[config.mk]
export PLATFORM = sky130hd
export DESIGN_NAME = mux_rr_arbiter_flat
export DESIGN_NICKNAME = d
export VERILOG_FILES = /design/src/rtl/mux_rr_arbiter_if.sv /design/src/rtl/mux_rr_arbiter.sv /design/src/flat_wrapper.sv
export SDC_FILE = /design/constraint.sdc
export NUM_CORES = 1
export LEC_CHECK = 0
export CORE_AREA = 10 10 54 56
export CTS_CLUSTER_SIZE = 25
export DETAILED_ROUTE_END_ITERATION = 10
export DIE_AREA = 0 0 64 66
export GPL_TIMING_DRIVEN = 0
export PLACE_DENSITY = 0.84
export REMOVE_ABC_BUFFERS = 1
export SETUP_SLACK_MARGIN = 0.02
export SLEW_MARGIN = 10
export SYNTH_ARGS = -nofsm -noshare
export SYNTH_HDL_FRONTEND = slang
export SYNTH_SLANG_ARGS = --single-unit
export TNS_END_PERCENT = 100
[constraint.sdc]
create_clock -name clk -period 5.6 [get_ports clk]
set_clock_uncertainty 0.05 [all_clocks]
set_input_delay 0.56 -clock clk [delete_from_list [all_inputs] [get_ports clk]]
set_output_delay 0.56 -clock clk [all_outputs]
set_load 0.05 [all_outputs]
[src/rtl/mux_rr_arbiter_if.sv]
// Handshake and data bundle between four requesters, the round-robin arbiter
// and the downstream consumer of the shared mux output.
interface mux_rr_arbiter_if #(
    parameter int WIDTH = 2
);
    logic [3:0]       req;
    logic [WIDTH-1:0] I1;
    logic [WIDTH-1:0] I2;
    logic [WIDTH-1:0] I3;
    logic [WIDTH-1:0] I4;
    logic             ready;
    logic [1:0]       sel;
    logic [3:0]       gnt;
    logic [WIDTH-1:0] O;
    logic             O_valid;
    logic             busy;

    modport master (
        output req, I1, I2, I3, I4, ready,
        input  sel, gnt, O, O_valid, busy
    );

    modport slave (
        input  req, I1, I2, I3, I4, ready,
        output sel, gnt, O, O_valid, busy
    );
endinterface

[src/rtl/mux_rr_arbiter.sv]
// Round-robin arbiter for a shared 4:1 mux: grants one requester at a time for
// at most MAX_HOLD transfers and registers each accepted word onto O.
module mux_rr_arbiter #(
    parameter int WIDTH    = 2,
    parameter int MAX_HOLD = 4
) (
    input  logic             clk,
    input  logic             rst_n,
    mux_rr_arbiter_if.slave  bus
);
    typedef enum logic [0:0] {
        ST_IDLE  = 1'b0,
        ST_GRANT = 1'b1
    } state_e;

    localparam logic [3:0] HOLD_LAST = 4'(MAX_HOLD - 1);

    state_e           state_q, state_d;
    logic [1:0]       sel_q, sel_d;
    logic [1:0]       last_q, last_d;
    logic [3:0]       gnt_q, gnt_d;
    logic [3:0]       hold_cnt_q, hold_cnt_d;
    logic [WIDTH-1:0] o_q, o_d;
    logic             o_valid_q, o_valid_d;
    logic             busy_q, busy_d;
    logic [WIDTH-1:0] word_s [4];
    logic [1:0]       pick_s;

    function automatic logic [3:0] onehot4(input logic [1:0] idx);
        logic [3:0] res;
        case (idx)
            2'd0:    res = 4'b0001;
            2'd1:    res = 4'b0010;
            2'd2:    res = 4'b0100;
            2'd3:    res = 4'b1000;
            default: res = 4'b0000;
        endcase
        return res;
    endfunction

    // Scan last+1..last+4; walking downward lets the nearest requester win.
    function automatic logic [1:0] rr_pick(input logic [3:0] r, input logic [1:0] last);
        logic [1:0] idx;
        logic [1:0] res;
        res = last;
        for (int k = 4; k >= 1; k--) begin
            idx = last + 2'(k);
            if (r[idx]) begin
                res = idx;
            end else begin
                res = res;
            end
        end
        return res;
    endfunction

    assign word_s[0] = bus.I1;
    assign word_s[1] = bus.I2;
    assign word_s[2] = bus.I3;
    assign word_s[3] = bus.I4;
    assign pick_s    = rr_pick(bus.req, last_q);

    // Next-state and output decode for the IDLE/GRANT sequencer.
    always_comb begin
        state_d    = state_q;
        sel_d      = sel_q;
        last_d     = last_q;
        gnt_d      = gnt_q;
        hold_cnt_d = hold_cnt_q;
        o_d        = o_q;
        o_valid_d  = 1'b0;
        busy_d     = busy_q;
        case (state_q)
            ST_IDLE: begin
                if (|bus.req) begin
                    sel_d      = pick_s;
                    gnt_d      = onehot4(pick_s);
                    busy_d     = 1'b1;
                    hold_cnt_d = 4'd0;
                    state_d    = ST_GRANT;
                end else begin
                    state_d = ST_IDLE;
                end
            end
            ST_GRANT: begin
                if (!bus.req[sel_q]) begin
                    last_d  = sel_q;
                    gnt_d   = 4'b0000;
                    busy_d  = 1'b0;
                    state_d = ST_IDLE;
                end else if (bus.ready) begin
                    o_d        = word_s[sel_q];
                    o_valid_d  = 1'b1;
                    hold_cnt_d = hold_cnt_q + 4'd1;
                    if (hold_cnt_q == HOLD_LAST) begin
                        last_d  = sel_q;
                        gnt_d   = 4'b0000;
                        busy_d  = 1'b0;
                        state_d = ST_IDLE;
                    end else begin
                        state_d = ST_GRANT;
                    end
                end else begin
                    // Backpressure: hold grant and count, no timeout.
                    state_d = ST_GRANT;
                end
            end
            default: begin
                gnt_d   = 4'b0000;
                busy_d  = 1'b0;
                state_d = ST_IDLE;
            end
        endcase
    end

    // State and output registers; last resets to 3 so requester 0 wins first.
    always_ff @(posedge clk or negedge rst_n) begin
        if (!rst_n) begin
            state_q    <= ST_IDLE;
            sel_q      <= 2'd0;
            last_q     <= 2'd3;
            gnt_q      <= 4'b0000;
            hold_cnt_q <= 4'd0;
            o_q        <= '0;
            o_valid_q  <= 1'b0;
            busy_q     <= 1'b0;
        end else begin
            state_q    <= state_d;
            sel_q      <= sel_d;
            last_q     <= last_d;
            gnt_q      <= gnt_d;
            hold_cnt_q <= hold_cnt_d;
            o_q        <= o_d;
            o_valid_q  <= o_valid_d;
            busy_q     <= busy_d;
        end
    end

    assign bus.sel     = sel_q;
    assign bus.gnt     = gnt_q;
    assign bus.O       = o_q;
    assign bus.O_valid = o_valid_q;
    assign bus.busy    = busy_q;
endmodule

[src/flat_wrapper.sv]
// flat-port wrapper written by rule: the top's interface ports become plain ports
module mux_rr_arbiter_flat 
#(
    parameter int WIDTH    = 2,
    parameter int MAX_HOLD = 4
)
  (clk, rst_n, bus_req, bus_I1, bus_I2, bus_I3, bus_I4, bus_ready, bus_sel, bus_gnt, bus_O, bus_O_valid, bus_busy);
  mux_rr_arbiter_if #(.WIDTH(WIDTH)) bus_i ();
  input  logic clk;
  input  logic rst_n;
  input wire logic [$bits(bus_i.req)-1:0] bus_req;
  input wire logic [$bits(bus_i.I1)-1:0] bus_I1;
  input wire logic [$bits(bus_i.I2)-1:0] bus_I2;
  input wire logic [$bits(bus_i.I3)-1:0] bus_I3;
  input wire logic [$bits(bus_i.I4)-1:0] bus_I4;
  input wire logic [$bits(bus_i.ready)-1:0] bus_ready;
  output wire logic [$bits(bus_i.sel)-1:0] bus_sel;
  output wire logic [$bits(bus_i.gnt)-1:0] bus_gnt;
  output wire logic [$bits(bus_i.O)-1:0] bus_O;
  output wire logic [$bits(bus_i.O_valid)-1:0] bus_O_valid;
  output wire logic [$bits(bus_i.busy)-1:0] bus_busy;
  assign bus_i.req = bus_req;
  assign bus_i.I1 = bus_I1;
  assign bus_i.I2 = bus_I2;
  assign bus_i.I3 = bus_I3;
  assign bus_i.I4 = bus_I4;
  assign bus_i.ready = bus_ready;
  assign bus_sel = bus_i.sel;
  assign bus_gnt = bus_i.gnt;
  assign bus_O = bus_i.O;
  assign bus_O_valid = bus_i.O_valid;
  assign bus_busy = bus_i.busy;
  mux_rr_arbiter #(.WIDTH(WIDTH), .MAX_HOLD(MAX_HOLD)) u_core (.clk(clk), .rst_n(rst_n), .bus(bus_i));
endmodule
After elaboration in Yosys (flattened, before gate mapping) --
Cells that the tools add are included.
Word-level totals: output and inout bits 10, bits of input ports 15, flip-flop bits (word level) 17, logic and storage cells 77
Cells by class: reductions and logical operators 7, equality and inequality tests 11, $add $sub $neg 4, $lt $le $gt $ge 5, muxes and demuxes 40, bitwise operators 2
Operators by type and width (count):
- 2-to-1 mux 4 bit | 7
- 2-to-1 mux 2 bit | 8
- case mux 4 bit (2 select lines) | 2
- case mux 4 bit (4 select lines) | 1
- 2-to-1 mux 1 bit | 15
- less-than comparator 2 x 3 -> 1 bit (second input constant) | 4
- AND reduction 3 bit | 4
- binary-select mux 1 bit (select 2 bit) | 4
- inequality test 2 bit (second input constant) | 4
- inequality test 3 bit (second input constant) | 2
- adder 2 bit (second input constant) | 2
- adder 4 x 1 -> 4 bit (second input constant) | 1
- binary-select mux 2 bit (select 2 bit) | 1
- == test 2 bit (second input constant) | 2
- == test 4 x 2 -> 1 bit (second input constant) | 1
- case mux 1 bit (2 select lines) | 2
- OR reduction 4 bit | 1
- greater-or-equal comparator 3 bit (second input constant) | 1
- inverter 2 -> 3 bit | 1
- adder 2 x 1 -> 2 bit (second input constant) | 1
- == test 2 x 1 -> 1 bit (second input constant) | 1
- zero test 2 bit | 1
- inequality test 2 x 1 -> 1 bit (second input constant) | 1
- AND reduction 2 bit | 1
- inverter 1 bit | 1

Longest topological paths before layout --
depth after elaboration 10, gate-level depth with buffers 6, mapped depth without buffers 5

Worst setup path before layout --
OpenSTA, ideal clock, no wires.
kind reg2reg, start register u_core.sel_q[1], in the netlist u_core.bus.sel[1], end register u_core.o_q[1], in the netlist u_core.bus.O[1], path buffers 1, library setup time 0.125 ns, stages on the path, launching flop included 5, data required time 5.425 ns, data arrival time 1.834 ns, clock period less this slack 2.009 ns, setup slack 3.591 ns, cells stage by stage dfrtp_1 > mux4_2 > nand3_2 > buf_6 > mux2_4
Between the ends: word-level cells in the longest chain between the ends 4, elaborated cells between the ends (all ways) 7, those cells by class mux: 5; bitwise: 1; reduce/logical: 1
RTL lines:
- start, declared | RTL line mux_rr_arbiter.sv:19 | logic [1:0] sel_q, sel_d;
- start signal, assigned | RTL line mux_rr_arbiter.sv:129 | sel_q <= sel_d;
- inverter 2 -> 3 bit (not written as such) | RTL line mux_rr_arbiter.sv:92 | o_d = word_s[sel_q];
- binary-select mux 2 bit (select 2 bit) | RTL line mux_rr_arbiter.sv:92
- 2-to-1 mux 2 bit (not written as such) (2 in a row) | RTL line mux_rr_arbiter.sv:92
- end signal, assigned | RTL line mux_rr_arbiter.sv:124 | o_q <= '0;
- end signal, assigned | RTL line mux_rr_arbiter.sv:133 | o_q <= o_d;
- end, declared | RTL line mux_rr_arbiter.sv:23 | logic [WIDTH-1:0] o_q, o_d;
Parallel ways exist; a longest one is shown, timed or not. The select of a mux whose other input is x is not followed. A chain may end at the register's enable or synchronous reset.

Worst setup path after layout --
start register u_core.sel_q[0], in the netlist u_core.bus.sel[0], end output port bus_sel[0]
RTL lines:
- end, declared | RTL line flat_wrapper.sv:17 | output wire logic [$bits(bus_i.sel)-1:0] bus_sel;
No word-level cell between the ends.

==> flow_summary.yaml <==
status:
  status: "completed"
synth:
  syn_avg_cell_area_um2: 11.7
  synth-seq-area-share_pct: 48.6
  synth_cells: 75
  synth_top_family_by_area: "compound AO/OA/AOI/OAI gates"
  netlist_area_um2: 881
  synth_xor_xnor_area_share_pct: 0
  synth-seq-cells: 17
  yosysUniqueCellTypes: 29
  synth-simple-area-share_pct: 11.4
  synth-compound-area-share_pct: 18.8
  synthAdderAreaFrac_pct: 1.42
  synthMuxAreaShare_pct: 14.9
  yosys_warnings: 0
cts:
  clock_sinks: 17
  cts_tree: "yes"
  clockRootBuffer: "clkbuf_4"
  cts_buffer_depth: 2
  clk_pin_slew_worst_paths_ns: 0.09
  post_cts_resized: 0
  cts_max_level: 1
  cts_setup_buffers: 0
  cts_buffers: 3
  holdBufCountCts: 0
  clk_latency_ns: 0.29
drt:
  drt_iter0_markers: 16
  dr.pass1.iters: 4
  drc_errors: 0
  wl_um: 1960
  wl_per_cell_um: 15.4
  routed-via-count: 688
  viasPerCell: 5.42
  drtAntennaViolNets: 0
placement:
  place.gp.congestion: 0.793
  post-place-ws_ns: 3.26
  portBuffers: 24
  place_area_um2: 1130
  dpl.hpwl_um: 1510
  dpl.cell_count: 123
setup_path:
  cp.depth: 1
  crit_family: "buffers and inverters"
  reg2reg_to: "u_core.last_q[1]$_DFFE_PN1P_"
  reg2reg_depth: 5
  worstPathMaxFanout: 6
  startpoint_type: "flop"
  crit_buf_inv: 1
  crit_chain: "clkdlybuf4s50_1"
  cp.required_ns: 4.99
  r2r-start: "u_core.hold_cnt_q[0]$_DFFE_PN0P_"
  crit_slowest_cell: "clkdlybuf4s50_1"
  critPathArrivalTime_ns: 1.64
  cpPeakStageDelay_ns: 0.87
  criticalPathCategory: "reg -> out"
  end_kind: "output pin"
  r2r_setup_slack_ns: 3.70
floorplan:
  die_area_um2: 4220
  fp.dieH_um: 66
  rows: 16
  die_w_um: 64
  io_pins: 25
  start_util_pct: 46.3
  core_region_area_um2: 1900
final_layout:
  drive_gt1_share_pct: 14.0
  stdcell_count: 127
  syn2layout_area_growth_pct: 31.7
  multiInputGateArea_um2: 409
  antenna-diode-count: 0
  ff_latch_area_um2: 428
  fin_util_pct: 61.0
  final_nets: 117
  design_area_um2: 1160
  fillerInstances: 163
timing:
  relSlewSlack_pct: 50.6
  final_max_slew_viol_count: 0
  setup_violations: 0
  finalHoldViolations: 0
  setup-tns-final_ns: 0
  worst_slack_ns: 3.35
  finalCriticalPeriod_ns: 2.25
  period_share_pct: 40.3
  worst_slew_pin_slew_ns: 0.739
  whs_ns: 0.461
  fmax_ghz: 0.444
  grt_setup_unrepaired: "no"
flow_run:
  maxCapViolations: 0
worst_hold_path:
  holdPathStages: 1
  min_to: "u_core.hold_cnt_q[3]$_DFFE_PN0P_"
  min-delay-start: "u_core.hold_cnt_q[3]$_DFFE_PN0P_"
  hold_path.class: "reg -> reg"
power_and_ir_drop:
  intPower_mw: 0.349
  peakVddDrop_v: 0.000280
  swShare_pct: 45.6
  p_sw_mw: 0.292
  p_leak_nw: 0.486
  p_per_area_nw_per_um2: 552
  pwr-share-seq_pct: 34.3
  p_total_mw: 0.640
  comb_power_share_pct: 55.6
  power_frac_clock_pct: 10.1
global_routing:
  grt_pass1_wl_um: 3330
  grt_max_degree: 18
  grt_pass1_vias: 728
  grt_use_total_pct: 9.66
  grt_remaining_overflow: 0
  antenna_found_initial: 0
==> registers in the layout, summed over array words and instances, names as in the netlist <==
signal,cells
u_core.bus.gnt,4
u_core.hold_cnt_q,4
u_core.bus.O,2
u_core.bus.sel,2
u_core.last_q,2
u_core.bus.O_valid,1
u_core.bus.busy,1
u_core.state_q,1
==> power groups by stage <==
| stage | combinational, mW | clock, mW | sequential, mW |
|---|---|---|---|
| final | 0.356 | 0.0646 | 0.220 |
| after global routing | 0.378 | 0.0720 | 0.228 |
| after CTS | 0.360 | 0.0689 | 0.220 |
| after detailed placement | 0.358 | 0 | 0.223 |
| after global placement | 0.352 | 0 | 0.219 |
| after floorplan | 0.148 | 0 | 0.320 |
==> cells by family (layout without fill, tap and decap cells) <==
group / after synthesis / in the layout
AO/OA/AOI/OAI: 23 / 23
AND/OR/NAND/NOR: 18 / 18
flip-flops: 17 / 17
buffers and inverters: 9 / 34
multiplexers: 7 / 7
adder cells (fa/ha/maj): 1 / 1
==> layer usage <==
layer | routed length, um | track usage [%]
met5 | 0 | 0
met4 | 26 | 4.10
met3 | 89 | 3.05
met2 | 1010 | 17.4
met1 | 826 | 10.1
==> worst max-delay path by stage <==
| stage | slack (ns) | startpoint | to |
|---|---|---|---|
| finish | 3.35 | u_core.bus.sel[0]$_DFFE_PN0P_ | bus_sel[0] |
| global route | 3.29 | u_core.bus.sel[1]$_DFFE_PN0P_ | bus_sel[1] |
| CTS | 3.32 | u_core.bus.sel[1]$_DFFE_PN0P_ | bus_sel[1] |
| detailed placement | 3.26 | bus_req[3] | u_core.bus.O[0]$_DFFE_PN0P_ |
| global placement | 3.28 | bus_req[0] | u_core.last_q[0]$_DFFE_PN1P_ |
| floorplan | 3.59 | u_core.bus.sel[1]$_DFFE_PN0P_ | u_core.bus.O[0]$_DFFE_PN0P_ |
==> layout make-up <==
cell class              instances  area share [%]
clock buffers                   4            2.27
inverters                       6            1.94
repair buffers                 24            20.7
well taps                      27            2.91
flip-flops and latches         17            36.9
multi-input cells              49            35.3
==> Yosys cell counts <==
master	n	area [um2]
or2_2	1	6.26
nor4_1	1	6.26
dfstp_2	2	52.6
a21oi_1	2	10.0
mux4_2	1	22.5
nor2b_1	1	6.26
nand2b_1	2	12.5
or4b_4	1	13.8
o21a_1	1	7.51
buf_2	2	10.0
o211ai_1	2	15.0
inv_1	6	22.5
a221o_1	1	10.0
dfrtp_1	15	375
a21oi_4	1	16.3
ha_1	1	12.5
o32ai_1	4	35.0
mux2_2	1	11.3
mux2_4	3	45.0
o31ai_1	2	15.0
a221oi_1	1	8.76
nand2_1	6	22.5
mux4_1	2	52.6
nand3_2	1	10.0
nor2_1	2	7.51
a21o_1	1	7.51
buf_6	1	11.3
nand3_1	3	15.0
o21ai_0	8	40.0
==> cell usage in the layout (no fill, tap or decap), drive strengths merged <==
cell type and instances:
clkdlybuf4s50 24, dfrtp 15, o21ai 8, inv 6, nand2 6, o32ai 4, nand3 4, mux2 4
clkbuf 4, a21oi 3, mux4 3, o211ai 2, o31ai 2, nor2 2, nand2b 2, dfstp 2
nor4 1, or4b 1, or2 1, nor2b 1, a21o 1, a221oi 1, o21a 1, a221o 1
ha 1
Note: power is estimated with default switching activity, not from simulation.
==> RTL edit (config.mk and constraints unchanged) <==
Reset style: synchronous (`rst_n`), changed in one clocked block.
--- a/src/rtl/mux_rr_arbiter.sv
+++ b/src/rtl/mux_rr_arbiter.sv
@@ -114,7 +114,7 @@
     end
 
     // State and output registers; last resets to 3 so requester 0 wins first.
-    always_ff @(posedge clk or negedge rst_n) begin
+    always_ff @(posedge clk) begin
         if (!rst_n) begin
             state_q    <= ST_IDLE;
             sel_q      <= 2'd0;
Formal check against the unedited RTL: differs if rst_n is asserted again (counterexample within 4 cycles, from zero or initial values and one cycle with rst_n low); with rst_n held inactive, the same outputs for 10 cycles.
==> RTL edit against the unedited design <==
- routed wire length decreased by 6.2%
- area after synthesis decreased by 6.0%
- sequential cell count unchanged
- worst setup slack improved by 26 ps
- sequential share of layout area decreased by 6.5 points
- cell area decreased by 3.6%
- die area unchanged
- cell count increased by 9.4%
- critical path type unchanged
Power is not compared: it rests on default switching activity, and its combinational part moved more than twofold at a synthesized area within 25%.
==> RTL edit: results (changes against the unedited design) <==
synthesis:
  yosysWarnings: 0  # unchanged
  synth_area_per_cell_um2: 9.52  # -19%
  synthAdderAreaFrac_pct: 1.51  # +0.090 points
  ys_types: 29  # unchanged
  synth-xor-area-share_pct: 1.06  # +1.1 points
  yosys-top-cells-area: "dfxtp_1 41%, mux4_1 6.3%, mux2i_1 6.0%"
  ys_seq_area_share_pct: 41.1  # -7.5 points
  synth-compound-area-share_pct: 14.5  # -4.2 points
  yosys-top-cells-count: "17 x dfxtp_1, 10 x nand2_1, 6 x a21oi_1, 6 x nor2_1"
  synth_mux_area_share_pct: 15.1  # +0.19 points
  async_flop_share_pct: 0  # -100 points
  synth-main-ff-cell: "dfxtp_1"
place:
  io_buffers: 24  # unchanged
  dp.cells: 135  # +9.8%
  dp_hpwl_um: 1520  # +0.13%
  gp_routability_congestion: 0.778  # -1.9%
timing:
  max_slew_margin_pct: 62.4  # +12 points
hold_path:
  hp-class: "reg -> reg"
  hold_path_end: "u_core.hold_cnt_q[3]$_SDFFE_PN0P_"
  min-delay-start: "u_core.hold_cnt_q[3]$_SDFFE_PN0P_"
  whs_path_depth: 2  # +1
pwr:
  ir_worst_vdd_uv: 186
  p_leak_nw: 0.430
global_routing:
  grt_pass1_wl_um: 3110  # -6.6%
  grt_max_degree: 14  # -4
  grt_pass1_vias: 772  # +6.0%
  grt_use_total_pct: 8.66  # -1.0 points
  antenna_found_initial: 0  # unchanged
finish:
  n_fill_cell: 156  # -4.3%
  antenna_cells: 0  # unchanged
  drive_above_1_share_pct: 8.04  # -6.0 points
  final_nets: 129  # +10%
routing:
  routed_wl_um: 1830  # -6.2%
  firstDrtPassIters: 4  # unchanged
  via_per_inst: 5.38  # -0.67%
  drtIter0Drc: 10  # -6
  wl_per_cell_um: 13.2  # -14%
cts:
  cts-root-buf: "clkbuf_4"
  postCtsSetupBuffers: 0  # unchanged
  clock_path_buffers: 2  # unchanged
  path_clk_slew_ps: 100
  numCtsBuffers: 3  # unchanged
critical_path:
  critical_path.startpoint: "u_core.bus.sel[0]$_SDFFE_PN0P_"
  crit_end: "bus_sel[0]"
  ff2ff_setup_slack_ps: 3760  # +60 ps
  slowest_stage: "clkdlybuf4s50_1"
  slowest_delay_ps: 860
  cp_max_fo: 6  # unchanged
  worstRegToRegCells: 4  # -1
  r2r_start: "u_core.bus.sel[1]$_SDFFE_PN0P_"
  arrival_ps: 1620  # -20 ps
  r2r_end: "u_core.last_q[0]$_SDFFE_PN1P_"
  critPathTopFamily: "buffers and inverters"
job:
  cap_viol_max_count: 0  # unchanged
outcome:
  status: "completed"
[RTL edit: where the power goes]
| part | internal (W) | switching (W) | total, W |
|---|---|---|---|
| clock | 0.0000265 | 0.0000375 | 0.0000641 |
| combinational | 0.0000375 | 0.0000506 | 0.0000880 |
| sequential | 0.000130 | 0.0000102 | 0.000140 |
| total | 0.000194 | 0.0000983 | 0.000293 |
[RTL edit: layout make-up]
| type | instances | area [µm²] | area share, % |
|---|---|---|---|
| clock buffers | 3 | 22.5 | 2.01 |
| clock inverters | 1 | 5.00 | 0.447 |
| inverters | 3 | 11.3 | 1.01 |
| multi-input cells | 64 | 465 | 41.6 |
| flip-flops and latches | 17 | 340 | 30.4 |
| well taps | 27 | 33.8 | 3.02 |
| repair buffers | 24 | 240 | 21.5 |
[RTL edit: metal layers]
| metal | part of all wire [%] | GRT usage, % |
|---|---|---|
| met1 | 38 | 8.40 |
| met2 | 54 | 16.0 |
| met3 | 7.4 | 4.92 |
| met5 | 0 | 0 |
| met4 | 0.22 | 1.09 |
[RTL edit: metrics by stage]
stage,utilization (%),setup WS [ps],hold WS [ps],instance area [µm²],power (W)
2_1_floorplan,-,3530,400,817,0.000198
3_3_place_gp,57.4,3210,410,1090,0.000230
3_5_place_dp,57.4,3180,424,1090,0.000232
4_1_cts,58.8,3350,441,1120,0.000297
5_1_grt,58.8,3300,471,1120,0.000309
6_report,58.8,3370,444,1120,0.000293
[RTL edit: tightest hold or removal path: cells and delay by family, from the launching register on]
kind,cells,cell delay [ps]
AO/OA/AOI/OAI,2,130
flip-flops,1,330
